File: src/rtl/secuenciador_vectores.sv
// secuenciador_vectores
// Exhaustive stimulus/response checker for a two-input, two-output
// combinational module under test. It walks (a,b) through 00, 01, 10, 11,
// holds each vector for HOLD cycles, and samples {o1,o2} on the edge that
// closes each hold window. Each sample is compared against the EXPECTED
// truth table, and the run ends with an error count, a per-vector fail
// bitmap and a pass flag.
//
// Parameters
//   HOLD      cycles each vector is held (1..65535)
//   EXPECTED  bits [2v+1:2v] = {o1,o2} expected for vector v
// Ports
//   clk        rising-edge clock
//   reset_n    synchronous active-low reset
//   start      begins a run; only honoured in IDLE or DONE
//   a, b       stimulus bits (a = v[1], b = v[0]); registered
//   o1, o2     outputs of the module under test
//   busy       high while vectors are being applied
//   done       high once all four vectors are checked
//   pass       1 iff done and no vector mismatched
//   err_count  number of mismatching vectors (0..4)
//   fail_vec   bit v set if vector v mismatched
module secuenciador_vectores #(
    parameter int          HOLD     = 20,
    parameter logic [7:0]  EXPECTED = 8'b10010100
) (
    input  logic       clk,
    input  logic       reset_n,
    input  logic       start,
    output logic       a,
    output logic       b,
    input  logic       o1,
    input  logic       o2,
    output logic       busy,
    output logic       done,
    output logic       pass,
    output logic [2:0] err_count,
    output logic [3:0] fail_vec
);

    localparam logic [1:0] ST_IDLE  = 2'd0;
    localparam logic [1:0] ST_APPLY = 2'd1;
    localparam logic [1:0] ST_DONE  = 2'd2;

    localparam logic [15:0] HOLD_LAST = 16'(HOLD - 1);

    logic [1:0]  state_r;
    logic [1:0]  v_r;
    logic [15:0] h_r;
    logic [2:0]  err_r;
    logic [3:0]  fail_r;
    logic        a_r;
    logic        b_r;
    logic        busy_r;
    logic        done_r;
    logic        pass_r;

    logic        window_end_s;
    logic        mismatch_s;
    logic [1:0]  v_inc_s;
    logic [2:0]  err_next_s;
    logic [3:0]  fail_next_s;

    // Expected {o1,o2} pair for a given vector.
    function automatic logic [1:0] expected_pair(input logic [1:0] vec);
        logic [1:0] pair;
        case (vec)
            2'd0:    pair = EXPECTED[1:0];
            2'd1:    pair = EXPECTED[3:2];
            2'd2:    pair = EXPECTED[5:4];
            2'd3:    pair = EXPECTED[7:6];
            default: pair = 2'b00;
        endcase
        return pair;
    endfunction

    // Window-end detection and the result update that applies on that edge.
    always_comb begin
        window_end_s = (h_r == HOLD_LAST);
        mismatch_s   = ({o1, o2} != expected_pair(v_r));
        v_inc_s      = v_r + 2'd1;
        if (mismatch_s) begin
            err_next_s  = err_r + 3'd1;
            fail_next_s = fail_r | (4'b0001 << v_r);
        end else begin
            err_next_s  = err_r;
            fail_next_s = fail_r;
        end
    end

    // Sequencer FSM with all outputs registered.
    always_ff @(posedge clk) begin
        if (!reset_n) begin
            state_r <= ST_IDLE;
            v_r     <= 2'd0;
            h_r     <= 16'd0;
            err_r   <= 3'd0;
            fail_r  <= 4'd0;
            a_r     <= 1'b0;
            b_r     <= 1'b0;
            busy_r  <= 1'b0;
            done_r  <= 1'b0;
            pass_r  <= 1'b0;
        end else begin
            case (state_r)
                ST_IDLE, ST_DONE: begin
                    // Results stay frozen here until the next start.
                    if (start) begin
                        state_r <= ST_APPLY;
                        v_r     <= 2'd0;
                        h_r     <= 16'd0;
                        err_r   <= 3'd0;
                        fail_r  <= 4'd0;
                        a_r     <= 1'b0;
                        b_r     <= 1'b0;
                        busy_r  <= 1'b1;
                        done_r  <= 1'b0;
                        pass_r  <= 1'b0;
                    end
                end
                ST_APPLY: begin
                    // start is deliberately not looked at in this state.
                    if (window_end_s) begin
                        err_r  <= err_next_s;
                        fail_r <= fail_next_s;
                        h_r    <= 16'd0;
                        if (v_r == 2'd3) begin
                            state_r <= ST_DONE;
                            a_r     <= 1'b0;
                            b_r     <= 1'b0;
                            busy_r  <= 1'b0;
                            done_r  <= 1'b1;
                            pass_r  <= (err_next_s == 3'd0);
                        end else begin
                            v_r <= v_inc_s;
                            a_r <= v_inc_s[1];
                            b_r <= v_inc_s[0];
                        end
                    end else begin
                        h_r <= h_r + 16'd1;
                    end
                end
                default: begin
                    state_r <= ST_IDLE;
                    a_r     <= 1'b0;
                    b_r     <= 1'b0;
                    busy_r  <= 1'b0;
                    done_r  <= 1'b0;
                    pass_r  <= 1'b0;
                end
            endcase
        end
    end

    assign a         = a_r;
    assign b         = b_r;
    assign busy      = busy_r;
    assign done      = done_r;
    assign pass      = pass_r;
    assign err_count = err_r;
    assign fail_vec  = fail_r;

endmodule

File: config.mk
export PLATFORM = sky130hd
export DESIGN_NAME = secuenciador_vectores
export DESIGN_NICKNAME = d
export VERILOG_FILES = /design/src/rtl/secuenciador_vectores.sv
export SDC_FILE = /design/constraint.sdc
export NUM_CORES = 1
export LEC_CHECK = 0
export BUFFER_PORTS_ARGS = -buffer_cell sky130_fd_sc_hd__buf_2
export CAP_MARGIN = 10
export CORE_UTILIZATION = 60
export CTS_BUF_LIST = sky130_fd_sc_hd__clkbuf_8
export DETAILED_ROUTE_END_ITERATION = 10
export PLACE_DENSITY = 0.83
export SYNTH_ARGS = -nofsm -noshare
export SYNTH_HDL_FRONTEND = slang
export SYNTH_SLANG_ARGS = --single-unit
File: constraint.sdc
create_clock -name clk -period 3.68 [get_ports clk]
set_clock_uncertainty 0.2 [all_clocks]
set_input_delay 0.368 -clock clk [delete_from_list [all_inputs] [get_ports clk]]
set_output_delay 0.368 -clock clk [all_outputs]
set_load 0.005 [all_outputs]
# Word level (Yosys, flattened, before mapping)
# Cells that the tools add are included.
[totals]
out_inout_bits = 12
wordCells = 76
input_bits = 5
reg_bits = 32
[classes]
n_mux = 37
shifts = 1
n_reduce_logical = 12
n_addsub = 3
eq_ne = 12
n_bitwise = 1
[ops]
columns = ["op", "n"]
rows = [
  ["two-way mux 16 bit", 2],
  ["one-hot mux 16 bit (2 select lines)", 1],
  ["adder 16 x 1 -> 16 bit (second input constant)", 1],
  ["equality test 16 x 5 -> 1 bit (second input constant)", 1],
  ["two-way mux 1 bit", 12],
  ["two-way mux 2 bit", 6],
  ["two-way mux 4 bit", 3],
  ["!= test 2 bit (second input constant)", 5],
  ["one-hot mux 1 bit (2 select lines)", 5],
  ["two-way mux 3 bit", 3],
  ["one-hot mux 2 bit (2 select lines)", 2],
  ["one-hot mux 4 bit (2 select lines)", 1],
  ["AND reduction 4 bit", 2],
  ["equality test 2 bit (second input constant)", 3],
  ["one-hot mux 2 bit (3 select lines)", 1],
  ["one-hot mux 3 bit (2 select lines)", 1],
  ["AND reduction 3 bit", 2],
  ["equality test 2 x 1 -> 1 bit (second input constant)", 2],
  ["zero test 2 bit", 2],
  ["OR 4 bit", 1],
  ["AND reduction 2 bit", 2],
  ["OR reduction 2 bit", 2],
  ["left shift 1 x 2 -> 4 bit (first input constant)", 1],
  ["adder 3 x 1 -> 3 bit (second input constant)", 1],
  ["other kinds (4)", 4],
]

# Depth between registers and ports, before layout
[logic_depth]
depth_word = 9
mapped_depth = 8
mapped_depth_nobuf = 7

# Least setup slack after synthesis
# No wires, ideal clock.
[synth_timing]
kind = "register to register"
start = "register h_r[0]"
end = "register err_r[0], in the netlist err_count[0]"
n_path_buf = 2
required_ps = 3365
setup_slack_ps = 1779
arrival_ps = 1586
stages_incl_launch_ff = 9
period_less_slack_ps = 1901
setup_ps = 115
cell_sequence = "dfxtp_1 ha_1 nor4b_2 and4_1 buf_4 and3_1 buf_4 mux2i_1 and2_1"
[synth_via]
elab_chain_cells = 3
[synth_rtl]
columns = ["element", "line", "source"]
rows = [
  ["start, declared", "49", "logic [15:0] h_r;"],
  ["start signal, assigned", "140", "h_r <= h_r + 16'd1;"],
  ["equality test 16 x 5 -> 1 bit", "79", "window_end_s = (h_r == HOLD_LAST);"],
  ["!= test 2 bit (no line)", "--", ""],
  ["AND reduction 3 bit (no line)", "--", ""],
  ["end signal, assigned", "124", "err_r <= err_next_s;"],
  ["end, declared", "50", "logic [2:0] err_r;"],
]
# No other way between the ends.
# A chain may end at the register's enable or synchronous reset.

# Worst setup path after layout
[layout_timing]
start = "register h_r[0]"
end = "register h_r[14]"
[layout_via]
elab_chain_cells = 3
elab_cells_between_ends = 4
cone_classes = "add/sub (1); eq/ne (1); mux (2)"
[layout_rtl]
columns = ["element", "line", "source"]
rows = [
  ["adder 16 x 1 -> 16 bit / equality test 16 x 5 -> 1 bit (equally long branches)", "140, 79", ""],
  ["two-way mux 16 bit *", "123", "if (window_end_s) begin"],
  ["one-hot mux 16 bit (2 select lines) *", "105", "case (state_r)"],
]
# Every way passes the cells marked *; elsewhere a longest branch is shown, timed or not.

==> reports/results.ini <==
[clocking]
clk_path_buf_depth = 2
cts_sinks = 31
htreeDepth = 2
insertion_delay_ps = 290
post_cts_buffers = 0
cts_buffers = 5
clkTransAtPathRegs_ps = 70
cts_resized = 0
clock-root-buffer = clkbuf_8
hold_buffers = 0
cts_tree = built

[placed_design]
placed_area_sq_um = 1650
place_ws_ps = 1270
placedCellCount = 233
io_buffers = 16
dp_hpwl_microns = 2390
gp_congestion = 0.872

[setup_path]
cp.required_ps = 3660
r2r_cells = 6
critPathKind = flip-flop to flip-flop
critPathLaunchType = flip-flop
path_max_fanout = 17
cpPeakStageDelay_ps = 610
worst-endpoint-arrival_ps = 2430
crit_chain = ha_1 -> nor4b_2 -> and4_1 -> nor2_1 -> a41oi_1 -> a31oi_1
r2r_slack_ps = 1230
end_kind = flip-flop
crit_slowest_cell = and4_1
cp_top_family = simple AND/OR/NAND/NOR gates
reg2reg_from = h_r[0]
critPathLaunch = h_r[0]
worst-path-buf-inv = 0
rr_endpoint = h_r[14]

[sta]
setup_tns_ps = 0
finalCritPeriodShare = 0.667
holdWs_ps = 269
final-setup-viol-count = 0
tightest_slew_ps = 649
layout_setup_ws_ps = 1230
rsz0062_at_grt = false
maxSlewViolCount = 0
period_needed_ps = 2450
relSlewSlack = 0.566
finalHoldViolations = 0
clock.fmax_ghz = 0.408

[cells_and_area]
synthToLayoutAreaGrowth_pct = 11.2
utilization = 0.707
final_cells = 241
nets = 221
final_area_sq_um = 1750
n_antenna_cell = 0
drive_gt1_frac = 0.128

[floorplan]
die_w_microns = 53.2
core-area_sq_um = 2480
io_pins = 17
start_util = 0.636
die_h_microns = 53.2
num_rows = 18
dieArea_sq_um = 2830

[synthesis]
synth_top_family_by_area = simple AND/OR/NAND/NOR gates
synthCells = 195
synthAdderAreaFrac = 0.0477
synth-main-ff-cell = dfxtp_1
synth.distinct_cells = 33
synth_xor_area_frac = 0.0389
yosysWarnings = 0
synth.net_count = 206
async_flop_share = 0
synthSimpleGateAreaFrac = 0.294
synth_compound_area_frac = 0.170
synth_seq_cells = 31
synth.avg_cell_area_sq_um = 8.08
muxShareOfSynthArea = 0.0127
seq_area_frac_synth = 0.394
synth_edf_count = 0
syn_area_sq_um = 1580

[drt]
ant_nets = 0
avgRoutedWirePerCell_microns = 14.4
dr.pass1.iters = 5
drt_wl_total_microns = 3460
drcViolationCount = 0
vias = 1446
routed_via_density = 6.00
drt_iter0_drc = 53

[power]
total_power_uw = 691
power_density_nw_per_um2 = 395
static-leakage-power_nw = 0.643
irDropWorstVdd_mv = 0.364

[hold_path]
hold_end = b
hold_depth = 2
hold_start = b
hold_path_class = flip-flop to flip-flop

[global_routing]
grt_max_degree = 21
grt_overflow_total = 0
grt_pass1_wl_microns = 5550
grt_antenna_before_repair = 0
grt_use_total = 0.279
grt_pass1_vias = 1297

[status]
status = finished, final reports clean

[run]
drv_cap = 0

==> cell usage after synthesis, types with 4 or more instances <==
library cell | n | share of area
nor2b_1 | 4 | 0.016
dfxtp_1 | 31 | 0.39
nand2_1 | 24 | 0.057
nor4_1 | 4 | 0.016
a21boi_0 | 6 | 0.029
ha_1 | 6 | 0.048
nand3b_1 | 4 | 0.019
nor3_1 | 11 | 0.035
xor2_1 | 4 | 0.022
nand3_1 | 16 | 0.051
nor2_1 | 16 | 0.038
o21ai_0 | 19 | 0.060
a31oi_1 | 4 | 0.016
a21oi_1 | 7 | 0.022
inv_1 | 5 | 0.012
==> how the worst max path moves through the flow <==
| stage | end | cells past startpoint |
|---|---|---|
| after floorplan | err_count[0] | 8 |
| after global placement | h_r[14] | 6 |
| after detailed placement | err_count[0] | 6 |
| after CTS | h_r[14] | 6 |
| after global routing | h_r[11] | 6 |
| final | h_r[14] | 6 |
==> flip-flops by register name (all words and copies together) (netlist names) <==
register   cells
done           1
fail_vec       4
pass           1
err_count      3
a              1
busy           1
b              1
v_r            2
state_r        1
h_r           16
==> area by class of cell <==
cell class	instances	area, sq um
timing repair buffer	17	87.6
inverter	5	18.8
sequential	31	621
clock inverter	1	3.75
tap	30	37.5
fill	205	726
multi-input combinational	150	887
clock buffer	7	96.3
==> report_power, final <==
group	internal (mW)	switching (mW)
Sequential	0.340	0.00433
Clock	0.168	0.129
Combinational	0.0176	0.0322
Total	0.525	0.166
==> cells in the final DEF (no fill, tap or decap), types with 6 or more instances in the layout <==
cell / Yosys / routed
buf_2: 3 / 16
nand3_1: 16 / 16
inv_1: 5 / 6
a21boi_0: 6 / 6
o21ai_0: 19 / 19
a21oi_1: 7 / 7
ha_1: 6 / 6
nor2_1: 16 / 16
clkbuf_8: 0 / 7
dfxtp_1: 31 / 31
nor3_1: 11 / 11
nand2_1: 24 / 24
==> worst reg2reg max path, delay by kind of cell (launching register included) <==
kind | cells | cell delay, ps
simple gates | 3 | 1160
flops | 1 | 390
compound gates | 2 | 340
fa+ha+maj | 1 | 250
==> metal layers <==
layer	wire, microns	track usage	up-vias	share of wire
met4	57	0.158	0	0.016
li1	-	-	722	-
met2	1740	0.475	42	0.50
met1	1520	0.315	676	0.44
met5	0	0	-	0
met3	138	0.0603	6	0.040
==> kinds of logic after synthesis <==
kind of cell / count (synthesis)
mux: 2
buf+inv: 14
fa+ha+maj: 6
xor+xnor: 7
compound gates: 44
simple gates: 91
flops: 31
Note: power is estimated with default switching activity, not from simulation.
